--- src/rtl/tdm_mux4_tx.sv ---
// Transmit end of a 1x4 TDM demux link: grants one of four requesters per cycle onto (A, din).
// Define TDM_ROUND_ROBIN_EN for round-robin arbitration; otherwise lowest requesting index wins.
module tdm_mux4_tx (
  input  logic       clk,
  input  logic       rst,
  input  logic       en,
  input  logic [3:0] req,
  input  logic [3:0] D,
  output logic [3:0] ack,
  output logic [1:0] A,
  output logic       din,
  output logic       vld
);

  typedef enum logic {
    IDLE = 1'b0,
    SEND = 1'b1
  } state_t;

  state_t     r_state;
  state_t     w_nextState;

  logic [1:0] r_ptr;
  logic [1:0] r_A;
  logic       r_din;
  logic [3:0] r_ack;

  logic       w_grant;
  logic [1:0] w_grantIdx;

`ifdef TDM_ROUND_ROBIN_EN
  logic [1:0] w_cand;
  logic       w_found;

  // Search starts just after the last-granted channel; 2-bit addition gives the 3->0 wrap.
  always_comb begin
    w_grant    = en && (req != 4'b0000);
    w_grantIdx = 2'd0;
    w_cand     = 2'd0;
    w_found    = 1'b0;
    for (int k = 1; k <= 4; k++) begin
      w_cand = r_ptr + 2'(k);
      if (!w_found && req[w_cand]) begin
        w_grantIdx = w_cand;
        w_found    = 1'b1;
      end
    end
  end
`else
  // The pointer is still tracked in this mode but plays no part in arbitration.
  logic w_unusedPtr;
  assign w_unusedPtr = ^r_ptr;

  always_comb begin
    w_grant    = en && (req != 4'b0000);
    w_grantIdx = 2'd0;
    for (int k = 3; k >= 0; k--) begin
      if (req[k]) begin
        w_grantIdx = 2'(k);
      end
    end
  end
`endif

  always_ff @(posedge clk or posedge rst) begin
    if (rst) begin
      r_state <= IDLE;
    end else begin
      r_state <= w_nextState;
    end
  end

  always_comb begin
    w_nextState = IDLE;
    if (w_grant) begin
      w_nextState = SEND;
    end
  end

  // A and din keep their last transfer while idle; only ack is cleared.
  always_ff @(posedge clk or posedge rst) begin
    if (rst) begin
      r_A   <= 2'b00;
      r_din <= 1'b0;
      r_ack <= 4'b0000;
      r_ptr <= 2'b11;
    end else if (w_grant) begin
      r_A   <= w_grantIdx;
      r_din <= D[w_grantIdx];
      r_ack <= 4'b0001 << w_grantIdx;
      r_ptr <= w_grantIdx;
    end else begin
      r_ack <= 4'b0000;
    end
  end

  always_comb begin
    vld = (r_state == SEND);
    ack = r_ack;
    A   = r_A;
    din = r_din;
  end

endmodule

--- config.mk ---
export PLATFORM = sky130hd
export DESIGN_NAME = tdm_mux4_tx
export DESIGN_NICKNAME = d
export VERILOG_FILES = /design/src/rtl/tdm_mux4_tx.sv
export SDC_FILE = /design/constraint.sdc
export NUM_CORES = 1
export LEC_CHECK = 0
export CAP_MARGIN = 25
export CORE_AREA = 2 2 39 41
export CTS_BUF_LIST = sky130_fd_sc_hd__clkbuf_4
export DETAILED_ROUTE_END_ITERATION = 10
export DIE_AREA = 0 0 41 43
export GPL_ROUTABILITY_DRIVEN = 0
export PLACE_DENSITY_LB_ADDON = 0.08
export SLEW_MARGIN = 5
export SYNTH_ARGS = -nofsm -noshare
export SYNTH_HDL_FRONTEND = slang
export SYNTH_SLANG_ARGS = --single-unit
--- constraint.sdc ---
create_clock -name clk -period 1.05 [get_ports clk]
set_clock_uncertainty 0.2 [all_clocks]
set_input_delay 0.1575 -clock clk [delete_from_list [all_inputs] [get_ports clk]]
set_output_delay 0.1575 -clock clk [all_outputs]
set_load 0.01 [all_outputs]
# Yosys cells after proc, flatten, opt, wreduce, memory -nomap -nowiden
# Cells that the tools add are included.
# classes
shift	1
n_lt_le_gt_ge	1
n_mux	8
n_reduce_logical	2
# ops
cell	n
$mux 2	4
$mux 4	1
$reduce_bool 4->1	1
$shl 1x2->4 const A	1
$lt 2x3->1 const B	1
$bmux 1 s2	1
$mux 1	2
$logic_and 1x1->1	1
# word_totals
register_bits	8
elab_cells	16

# Depth between registers and ports, before layout
# Gate-level depths: netlist (run 1).
# depth
word_depth	6
depth_mapped	3
mapped_depth_nobuf	3

# Worst setup path after synthesis (run 1)
# OpenSTA, ideal clock, no wires.
# synth_path
path_kind	input port to flip-flop
start	in req[1]
end	reg r_din (netlist: din)
setup_ns	0.126
path_stages	3
path_buffers	0
t_arrival_ns	0.865
path_slack_ns	-0.141
path_cell_list	or3_4 > o21a_1 > o32a_1
# synth_between
elab_cells_between_ends	6
cone_classes	4 x mux; 2 x reduce/logical
# synth_lines
item	line	text
from (decl)	7	input logic [3:0] req,
$reduce_bool 4->1	55	w_grant = en && (req != 4'b0000);
$logic_and 1x1->1	55	
net w_grant	28	logic w_grant;
to (signal assigned)	89	r_din <= D[w_grantIdx];
to (decl)	25	logic r_din;
# The timed path passes the listed nets, and every way through them passes these cells. The select of a mux whose other input is x is not followed.
# A chain may end at the register's enable or synchronous reset.

# Worst setup path after layout (run 1)
# layout_path
start	reg r_A[1] (netlist: A[1])
end	out A[1]
# layout_lines
item	line	text
from (decl)	24	logic [1:0] r_A;
from (signal assigned)	88	r_A <= w_grantIdx;
to (decl)	10	output logic [1:0] A,
# No word-level cell between the ends.

==> results.toml, run 1 <==
[final_layout]
nNetsFinal = 74
antennaDiodeCount = 0
layout_commonest_cell = "buf_2"
nFillCells = 144
drive_above_1_share_pct = 45.90
area_delta_synth_final_pct = 61.43
final_cell_mix = "9 x buf_2, 8 x dfrtp_1, 7 x buf_4"

[logic_synthesis]
synth_top_family_by_area = "simple AND/OR/NAND/NOR gates"
synth_seq_area_share_pct = 54.61
synth-adder-area-share_pct = 0
synthesis.area_um2 = 366.6
yosys-mux-area-fraction_pct = 0
synth_nets = 45
avgSynthCellArea_um2 = 10.78
synth-warning-count = 0
ys_types = 17
yosys.area_share.simple_pct = 20.82
synth-xor-area-share_pct = 0
synth_compound_area_share_pct = 20.48
synthCells = 34
synth_seq_cells = 8

[worst_setup_path]
end_kind = "primary output"
path_max_fanout = 2
rr_endpoint = "A[1]"
crit_slowest_cell = "dfrtp_1"
cpLargestDelayFamily = "flip-flops"
rrSetupSlack_ps = 190
cp-start-kind = "flip-flop"
cp_cell_sequence = "buf_2"
reg2regPathDepth = 1
worst_ep_required_time_ps = 690
r2r-start = "A[1]"
crit_buf_inv = 1
crit_type = "reg2out"
crit_arrival_ps = 760
critPathMaxStageDelay_ps = 370

[job]
cap_violations = 0

[route]
drc = 0
wl_per_cell_um = 12.14
drt_iter0_drc = 5
firstDrtPassIters = 3
drt-total-wl_um = 935
ant_nets = 0
via_per_inst = 4.623
vias = 356

[global_routing]
grt_pass1_vias = 394
gr-total-overflow = 0
track_usage_pct = 13.35
grt_pass1_wl_um = 1593
antenna_found_initial = 0
grt_start_max_net_pins = 9

[place]
hpwl_um = 767
numPortBuffers = 18
dp_slack_ps = -647.8

[cts]
cts_inserted_buffers = 3
worst_skew_pair.late_latency_ps = 240
h-tree-depth = 1
cts_tree = "built"
clk_path_buf_depth = 2
cts.sinks = 8
clk_pin_slew_ps = 50
root_buffer = "clkbuf_4"

[timing]
max_freq_mhz = 897.2
max_slew_margin_pct = 79.57
drv_slew = 0
rsz0062_at_grt = "yes"
timing.final.crit_period_ps = 1115
finalSetupViolCount = 9
period_share_pct = 106.1
finalHoldViolations = 9
setup_slack_ps = -64.55
tightest_slew_ps = 306.1
fin_hold_ws_ps = -33.52

[floorplan]
dieArea_mm2 = 0.001763
rows = 14
start_util_pct = 26.49
fp.dieW_um = 41
die_h_um = 43
core_area_mm2 = 0.001384
ioPinCount = 19

[run_status]
violations = "negative hold slack, negative setup slack"
status = "complete, but fails checks"

[power_and_ir_drop]
p_per_area_mw_per_mm2 = 1203
power.total_mw = 0.7120
vdd_ir_drop_max_mv = 0.6046
p_leak_nw = 0.2972

[min_path]
hold_class = "in2async"
## layer usage
layer | GRT usage, % | part of all wire, % | up-vias
met2 | 21.56 | 56 | 8
met5 | 0 | 0 | -
met4 | 4.000 | 0 | 0
met1 | 14.80 | 38 | 176
met3 | 6.283 | 6.3 | 0
li1 | - | - | 172
## report_power, final
part,internal (mW),switching [mW]
sequential,0.329,0.00765
clock,0.130,0.0935
combinational,0.0832,0.0683
## sequential cells by signal, indices dropped and copies added, names as in the netlist
signal and flops:
A 2, din 1, vld 1, ack 4
## synthesized netlist by cell type
cell | n | share of area [%]
dfrtp_1 | 8 | 55
nor3_1 | 1 | 1.4
o211ai_1 | 1 | 2.0
a21oi_1 | 2 | 2.7
buf_4 | 1 | 2.0
or3b_2 | 1 | 2.4
nand2_1 | 4 | 4.1
o32a_1 | 1 | 2.7
o21a_1 | 5 | 10
or3_4 | 1 | 3.1
and2b_2 | 1 | 2.4
and3b_2 | 1 | 2.7
inv_1 | 2 | 2.0
nor2_1 | 1 | 1.0
and2_1 | 1 | 1.7
o21ai_0 | 2 | 2.7
nand3b_1 | 1 | 2.0
## final cells by class
cell class | instances | area, um^2 | area share, %
flip-flops and latches | 8 | 200.2 | 33.83
repair buffers | 25 | 180.2 | 30.44
multi-input cells | 23 | 161.4 | 27.27
clock buffers | 3 | 22.52 | 3.805
well taps | 16 | 20.02 | 3.383
inverters | 2 | 7.507 | 1.268
## stage by stage
stage,TNS (ps),instances,hold WS [ps],area [um^2],util (%)
6_report,-375.0,77,-33.52,591.8,42.77
5_1_grt,-700.7,77,-32.67,591.8,42.77
4_1_cts,-448.8,75,-22.86,580.6,41.95
3_5_place_dp,-4283,72,233.3,596.8,43.13
3_3_place_gp,-4111,72,219.5,596.8,43.13
2_1_floorplan,-140.6,34,-226.8,366.6,-
## how the worst max path moves through the flow
| stage | start | to | slack (ps) | cells past startpoint |
|---|---|---|---|---|
| after global placement | req[2] | din | -620 | 4 |
| after detailed placement | D[0] | din | -650 | 4 |
| after floorplan | req[1] | din | -140 | 3 |
| after CTS | A[1] | A[1] | -80 | 1 |
| final | A[1] | A[1] | -60 | 1 |
| after global routing | din | din | -110 | 1 |
## what timing repair did
item                                    in CTS  in global routing
gates cloned                                 0                  0
setup buffers                                0                  2
endpoints found under the hold margin        9                  9
resized for setup                           56                  2
pin swaps                                    7                  4
endpoints found under the setup margin      14                  9
## cells by family after synthesis
kind of cell           count (synthesis)
buffers and inverters                  3
AND/OR/NAND/NOR                       12
flip-flops                             8
AO/OA/AOI/OAI                         11
No activity file was read; power rests on OpenSTA's default activity.
==> inputs of run 2 (changes only) <==
GPL_ROUTABILITY_DRIVEN = default   (was 0)
==> results of run 2 <==
The final DEF is identical to that of run 1; final timing and power are the same.
